--- config.mk ---
export PLATFORM = sky130hd
export DESIGN_NAME = mem_access_unit
export DESIGN_NICKNAME = d
export VERILOG_FILES = /design/src/rtl/mem_access_unit.sv
export SDC_FILE = /design/constraint.sdc
export NUM_CORES = 1
export LEC_CHECK = 0
export ABC_AREA = 1
export CORE_MARGIN = 3
export CORE_UTILIZATION = 42
export DETAILED_ROUTE_END_ITERATION = 8
export PLACE_DENSITY = 0.9
export SLEW_MARGIN = 25
export SYNTH_ARGS = -nofsm -noshare
export SYNTH_HDL_FRONTEND = slang
export SYNTH_SLANG_ARGS = --single-unit
--- constraint.sdc ---
create_clock -name clk -period 1.9 [get_ports clk]
set_input_delay 0.38 -clock clk [delete_from_list [all_inputs] [get_ports clk]]
set_output_delay 0.38 -clock clk [all_outputs]
set_load 0.02 [all_outputs]
--- src/rtl/mem_access_unit.sv ---
// Memory-stage access unit: turns one execute-stage instruction at a time into a
// single outstanding bus transaction and presents a registered writeback result.
module mem_access_unit #(
   parameter int          ADDR_W   = 32,
   parameter logic [4:0]  EXC_NONE = 5'd0
) (
   input  logic              clk,
   input  logic              reset,
   input  logic              ex_valid,
   input  logic [3:0]        ex_mem_op,
   input  logic [ADDR_W-1:0] ex_addr,
   input  logic [31:0]       ex_store_data,
   input  logic              ex_reg_we,
   input  logic [4:0]        ex_reg_addr,
   input  logic [31:0]       ex_reg_data,
   input  logic [4:0]        ex_excep_code,
   input  logic [31:0]       ex_pc,
   output logic              is_busbusy,
   output logic              mem_req,
   output logic              mem_wr,
   output logic [ADDR_W-1:0] mem_addr,
   output logic [31:0]       mem_wdata,
   output logic [3:0]        mem_wstrb,
   input  logic              mem_addr_ok,
   input  logic              mem_data_ok,
   input  logic [31:0]       mem_rdata,
   output logic              wb_valid,
   output logic              wb_reg_we,
   output logic [4:0]        wb_reg_addr,
   output logic [31:0]       wb_reg_data,
   output logic [4:0]        wb_excep_code,
   output logic [31:0]       wb_pc
);

   typedef enum logic [1:0] {
      IDLE = 2'd0,
      REQ  = 2'd1,
      WAIT = 2'd2
   } state_t;

   // Operation bit positions within ex_mem_op = {lh, lw, sh, sw}.
   localparam int OP_LH = 3;
   localparam int OP_LW = 2;
   localparam int OP_SH = 1;
   localparam int OP_SW = 0;

   function automatic logic [31:0] half_sext(input logic [31:0] word, input logic hi_sel);
      logic [15:0] half;
      half = hi_sel ? word[31:16] : word[15:0];
      return {{16{half[15]}}, half};
   endfunction

   function automatic logic [3:0] half_strobe(input logic hi_sel);
      return hi_sel ? 4'b1100 : 4'b0011;
   endfunction

   state_t            state_q, state_d;
   logic [3:0]        op_q, op_d;
   logic [ADDR_W-1:0] addr_q, addr_d;
   logic [31:0]       sdata_q, sdata_d;
   logic [4:0]        rdst_q, rdst_d;
   logic [31:0]       pc_q, pc_d;

   logic              wb_valid_q, wb_valid_d;
   logic              wb_reg_we_q, wb_reg_we_d;
   logic [4:0]        wb_reg_addr_q, wb_reg_addr_d;
   logic [31:0]       wb_reg_data_q, wb_reg_data_d;
   logic [4:0]        wb_excep_code_q, wb_excep_code_d;
   logic [31:0]       wb_pc_q, wb_pc_d;

   logic              is_load_s;
   logic [31:0]       load_data_s;

   assign is_load_s   = op_q[OP_LH] | op_q[OP_LW];
   assign load_data_s = op_q[OP_LW] ? mem_rdata : half_sext(mem_rdata, addr_q[1]);

   // Next-state, transaction latch and writeback selection.
   always_comb begin
      state_d         = state_q;
      op_d            = op_q;
      addr_d          = addr_q;
      sdata_d         = sdata_q;
      rdst_d          = rdst_q;
      pc_d            = pc_q;
      wb_valid_d      = 1'b0;
      wb_reg_we_d     = wb_reg_we_q;
      wb_reg_addr_d   = wb_reg_addr_q;
      wb_reg_data_d   = wb_reg_data_q;
      wb_excep_code_d = wb_excep_code_q;
      wb_pc_d         = wb_pc_q;

      case (state_q)
         IDLE: begin
            if (ex_valid) begin
               // Non-memory or excepting instructions pass straight through.
               if ((ex_mem_op == 4'b0000) || (ex_excep_code != EXC_NONE)) begin
                  wb_valid_d      = 1'b1;
                  wb_reg_we_d     = ex_reg_we & (ex_excep_code == EXC_NONE);
                  wb_reg_addr_d   = ex_reg_addr;
                  wb_reg_data_d   = ex_reg_data;
                  wb_excep_code_d = ex_excep_code;
                  wb_pc_d         = ex_pc;
                  state_d         = IDLE;
               end else begin
                  op_d    = ex_mem_op;
                  addr_d  = ex_addr;
                  sdata_d = ex_store_data;
                  rdst_d  = ex_reg_addr;
                  pc_d    = ex_pc;
                  state_d = REQ;
               end
            end else begin
               state_d = IDLE;
            end
         end
         REQ: begin
            if (mem_addr_ok) begin
               state_d = mem_data_ok ? IDLE : WAIT;
            end else begin
               state_d = REQ;
            end
         end
         WAIT: begin
            if (mem_data_ok) begin
               state_d = IDLE;
            end else begin
               state_d = WAIT;
            end
         end
         default: begin
            state_d = IDLE;
         end
      endcase

      if (((state_q == REQ) && mem_addr_ok && mem_data_ok) ||
          ((state_q == WAIT) && mem_data_ok)) begin
         wb_valid_d      = 1'b1;
         wb_reg_we_d     = is_load_s;
         wb_reg_addr_d   = rdst_q;
         wb_reg_data_d   = is_load_s ? load_data_s : 32'h0000_0000;
         wb_excep_code_d = EXC_NONE;
         wb_pc_d         = pc_q;
      end else begin
         wb_reg_we_d = wb_reg_we_d;
      end
   end

   // Bus request outputs, driven only from registered state and forced to zero otherwise.
   always_comb begin
      mem_req   = 1'b0;
      mem_wr    = 1'b0;
      mem_addr  = {ADDR_W{1'b0}};
      mem_wdata = 32'h0000_0000;
      mem_wstrb = 4'b0000;
      if (state_q == REQ) begin
         mem_req  = 1'b1;
         mem_wr   = op_q[OP_SH] | op_q[OP_SW];
         mem_addr = addr_q;
         if (op_q[OP_SW]) begin
            mem_wdata = sdata_q;
            mem_wstrb = 4'b1111;
         end else if (op_q[OP_SH]) begin
            mem_wdata = {2{sdata_q[15:0]}};
            mem_wstrb = half_strobe(addr_q[1]);
         end else begin
            mem_wstrb = 4'b0000;
         end
      end else begin
         mem_req = 1'b0;
      end
   end

   assign is_busbusy    = (state_q == REQ) | (state_q == WAIT);
   assign wb_valid      = wb_valid_q;
   assign wb_reg_we     = wb_reg_we_q;
   assign wb_reg_addr   = wb_reg_addr_q;
   assign wb_reg_data   = wb_reg_data_q;
   assign wb_excep_code = wb_excep_code_q;
   assign wb_pc         = wb_pc_q;

   // State, latch and writeback registers.
   always_ff @(posedge clk or negedge reset) begin
      if (!reset) begin
         state_q         <= IDLE;
         op_q            <= 4'b0000;
         addr_q          <= {ADDR_W{1'b0}};
         sdata_q         <= 32'h0000_0000;
         rdst_q          <= 5'd0;
         pc_q            <= 32'h0000_0000;
         wb_valid_q      <= 1'b0;
         wb_reg_we_q     <= 1'b0;
         wb_reg_addr_q   <= 5'd0;
         wb_reg_data_q   <= 32'h0000_0000;
         wb_excep_code_q <= 5'd0;
         wb_pc_q         <= 32'h0000_0000;
      end else begin
         state_q         <= state_d;
         op_q            <= op_d;
         addr_q          <= addr_d;
         sdata_q         <= sdata_d;
         rdst_q          <= rdst_d;
         pc_q            <= pc_d;
         wb_valid_q      <= wb_valid_d;
         wb_reg_we_q     <= wb_reg_we_d;
         wb_reg_addr_q   <= wb_reg_addr_d;
         wb_reg_data_q   <= wb_reg_data_d;
         wb_excep_code_q <= wb_excep_code_d;
         wb_pc_q         <= wb_pc_d;
      end
   end

endmodule
# Word-level counts from Yosys, hierarchy flattened
# Index checks and enable logic that the tools add are counted.
[op_classes]
eq_ne = 2
n_mux = 42
n_bitwise = 5
n_reduce_logical = 14
[op_table]
columns = ["cell", "n"]
rows = [
  ["$mux W32", 14],
  ["$mux W5", 8],
  ["$mux W16", 1],
  ["$mux W4", 4],
  ["$mux W1", 11],
  ["$mux W2", 3],
  ["$pmux W2 S3", 1],
  ["$reduce_and A3 Y1", 2],
  ["$reduce_bool A2 Y1", 3],
  ["$logic_not A5 Y1", 1],
  ["$reduce_bool A5 Y1", 1],
  ["$logic_not A4 Y1", 1],
  ["$logic_and A1 B1 Y1", 3],
  ["$or A1 B1 Y1", 3],
  ["$eq A2 B1 Y1 const B", 1],
  ["$eq A2 B2 Y1 const B", 1],
  ["$logic_not A2 Y1", 1],
  ["$logic_or A1 B1 Y1", 2],
  ["$and A1 B1 Y1", 1],
  ["$not A1 Y1", 1],
]
[word_totals]
ff_bits = 183
inputBits = 180
out_inout_bits = 147
wordCells = 75

# Logic depth before layout (Yosys ltp)
[depth]
word_depth = 6
depth_mapped = 12
ltp_nobuf = 10

# Worst setup path before layout
# OpenSTA, ideal clock, no wires.
[synth_timing]
path_type = "reg-to-output"
startpoint = "register state_q[1]"
endpoint = "output mem_wstrb[1]"
arrival_ps = 1902
required_ps = 1520
path_slack_ps = -382
stages_incl_launch_ff = 8
path_buffers = 3
cell_sequence = "dfrtp_1 -> inv_1 -> ha_1 -> buf_4 -> o21ai_1 -> clkbuf_1 -> a21oi_1 -> buf_4"
[synth_via]
elab_chain_len = 2
[synth_rtl]
columns = ["element", "line_no", "text"]
rows = [
  ["from (decl)", "57", "state_t state_q, state_d;"],
  ["from (signal assigned)", "197", "state_q <= state_d;"],
  ["$eq A2 B1 Y1", "155", "if (state_q == REQ) begin"],
  ["$mux W4", "155", ""],
  ["to (decl)", "23", "output logic [3:0] mem_wstrb,"],
]
# No other way between the ends.

# Final worst setup path
[layout_timing]
startpoint = "register op_q[0]"
endpoint = "output mem_wdata[5]"
[layout_via]
elab_chain_len = 2
[layout_rtl]
columns = ["element", "line_no", "text"]
rows = [
  ["from (decl)", "58", "logic [3:0] op_q, op_d;"],
  ["from (signal assigned)", "198", "op_q <= op_d;"],
  ["$mux W32", "159", "if (op_q[OP_SW]) begin"],
  ["$mux W32", "155", ""],
  ["to (decl)", "22", "output logic [31:0] mem_wdata,"],
]
# No other way between the ends.

==> reports/results.ini <==
[logic_synthesis]
synth.distinct_cells=23
yosysWarnings=0
synth_most_common_cell=nand2_1
syn_area_per_cell_um2=7.74
synth_area_leaders=dfrtp_1 48%, nand2_1 18%, o21ai_2 7.9%
yosys.area.top_type=dfrtp_1
yosysTopAreaCellShare_pct=48.1
synth-edff-count=0
async_reset_ff_share_pct=100
syn_inst=1231
ys_seq_area_share_pct=48.1
synth-seq-cells=183
syn_nets=1415
synthTopCellsByCount=455 x nand2_1, 183 x dfrtp_1, 164 x inv_1
synth_ff_type=dfrtp_1
syn_area_um2=9530

[timing]
fin_crit_ps=2190
tightestPinTransition_ps=522
finalHoldViolations=0
relSlewSlack_pct=65.2
finalSetupViolCount=123
setup_ws_ps=-288
rsz0062_at_grt=true
drv_slew=0
timing.fmax_ghz=0.457
fin_crit_sh_pct=115
skew_ps=14.9

[pwr]
p_int_mw=7.88
p_leak_nw=7.75
swShare_pct=32.5
pwr-share-comb_pct=26.5
clkPwrFrac_pct=31.2
p_per_area_nw_per_um2=791
finalPower_mw=11.7
vdd_drop_max_v=0.000466
power.switching_mw=3.80
seq_power_share_pct=42.3

[clocking]
path_clk_slew_ps=70
root_buffer=clkbuf_16
clockBufferDepth=2
clk_latency_ps=430
cts_inserted_buffers=17
clock-sinks=183
htreeDepth=4
cts_tree=yes

[place]
dp_hpwl_um=21500
io_buffers=326
gp_congestion=0.888

[die]
core_um2=22000
die_area_um2=24500
die_w_um=157
initial_core_util_pct=43.3
die_y_um=157
num_rows=54
boundaryPins=327

[setup_path]
startpoint=op_q[0]
crit_path_start_kind=flip-flop
critPathArrivalTime_ps=1810
cp.required_ps=1520
timing.rr.start=state_q[1]
r2r_end=wb_reg_data[10]
setup.worst_path.end_class=output pin
criticalPathCategory=reg -> out
r2r_cells=14
crit_path_max_fanout=6
endpoint=mem_wdata[5]
rrSetupSlack_ps=-80

[detailed_routing]
drtIter0Drc=777
drt_pass1_iterations=8
wire_per_inst_um=17.5
ant_nets=0
routed_wl_um=32900
via_count=9629
vias_per_cell=5.10
drc=0

[cells_and_area]
final_core_util_pct=67.0
drive_gt1_share_pct=21.7
nets=1777
syn2layout_area_growth_pct=54.9

[global_routing]
grt_use_met1_pct=28.2
grt_overflow_total=0
track_usage_pct=25.0
grt_pass1_vias=9426
grt_busiest_layer=met2
grt_pass1_wl_um=48600
grt_use_met3_pct=5.67
antenna_found_initial=1
use_met2_pct=43.4
grt_max_degree=102

[status]
status=complete, but fails checks
violations=negative setup slack

[run]
cap_violations=0

[worst_hold_path]
hp-class=in -> async

==> final cells by class <==
type	instances	area (um^2)
tap	280	350
clock inverter	13	158
clock buffer	19	453
multi-input combinational	800	4140
sequential	183	4580
antenna	1	2.50
inverter	168	632
timing repair buffer	423	4450
fill	1656	7270
==> how the worst min path moves through the flow <==
stage | start | depth (start not counted) | endpoint
after floorplan | reset | 0 | addr_q[0]
after global placement | reset | 1 | wb_reg_data[18]
after detailed placement | reset | 1 | wb_reg_data[18]
after CTS | reset | 2 | wb_reg_data[18]
after global routing | reset | 2 | wb_reg_data[18]
final | reset | 2 | wb_reg_data[18]
==> state kept, by name (all words and copies together), names as in the netlist <==
register and flops:
pc_q 32, rdst_q 5, wb_reg_addr 5, wb_valid 1
sdata_q 32, addr_q 32, state_q 2, wb_excep_code 5
op_q 4, wb_reg_we 1, wb_reg_data 32, wb_pc 32
==> stage by stage <==
| step | hold slack [ps] | cell area, um^2 | setup slack, ps | cells | setup TNS [ps] |
|---|---|---|---|---|---|
| floorplan | 84.4 | 9710 | 29.3 | 1231 | 0 |
| CTS | 464 | 14500 | -258 | 1874 | -10530 |
| global placement | 359 | 13400 | -219 | 1815 | -25970 |
| finish | 458 | 14800 | -288 | 1887 | -12250 |
| detailed placement | 357 | 13400 | -279 | 1815 | -37790 |
| global route | 482 | 14800 | -349 | 1887 | -24330 |
==> power by group through the flow <==
stage | combinational, mW | sequential (mW) | clock (mW)
4_1_cts | 3.04 | 4.91 | 3.69
2_1_floorplan | 1.32 | 5.13 | 0
6_report | 3.10 | 4.94 | 3.64
5_1_grt | 3.36 | 5.00 | 3.87
3_3_place_gp | 2.80 | 4.94 | 0
3_5_place_dp | 2.89 | 4.97 | 0
==> worst max-delay path, stage by stage, from the launching register on <==
cell       delay, ps
dfrtp_1          410
buf_6            130
o21ai_4          270
bufbuf_16        350
nor2_1            60
buf_2            170
==> cells in the final DEF, fill, tap and decap left out, drive strengths merged <==
cell,count
dlygate4sd3,1
or2,1
nand4,5
dfrtp,183
inv,171
clkinv,9
nor2,77
a211oi,16
ha,4
clkbuf,22
o21ai,106
bufbuf,3
a21oi,40
clkdlybuf4s50,254
nand2,457
bufinv,1
diode,1
nand3,94
buf,162
==> cell families after synthesis <==
family / after synthesis / share of synthesized area [%]
buffers and inverters: 248 / 12.4
AND/OR/NAND/NOR: 634 / 26.7
AO/OA/AOI/OAI: 162 / 12.3
adder cells (fa/ha/maj): 4 / 0.525
flip-flops: 183 / 48.1
==> routing by layer <==
layer,part of all wire [%],vias up
li1,-,4498
met1,37,4514
met2,50,488
met3,7.3,129
met4,6.0,0
met5,0,-
==> repair_timing <==
| action | in CTS | in global routing |
|---|---|---|
| endpoints found under the hold margin | 41 | 0 |
| setup buffers | 17 | 9 |
| cloned | 9 | 4 |
| hold buffers | 1 | 0 |
| setup endpoints to repair | 143 | 240 |
| resized for setup | 405 | 45 |
| pin swaps | 3 | 6 |
Note: power is estimated with default switching activity, not from simulation.
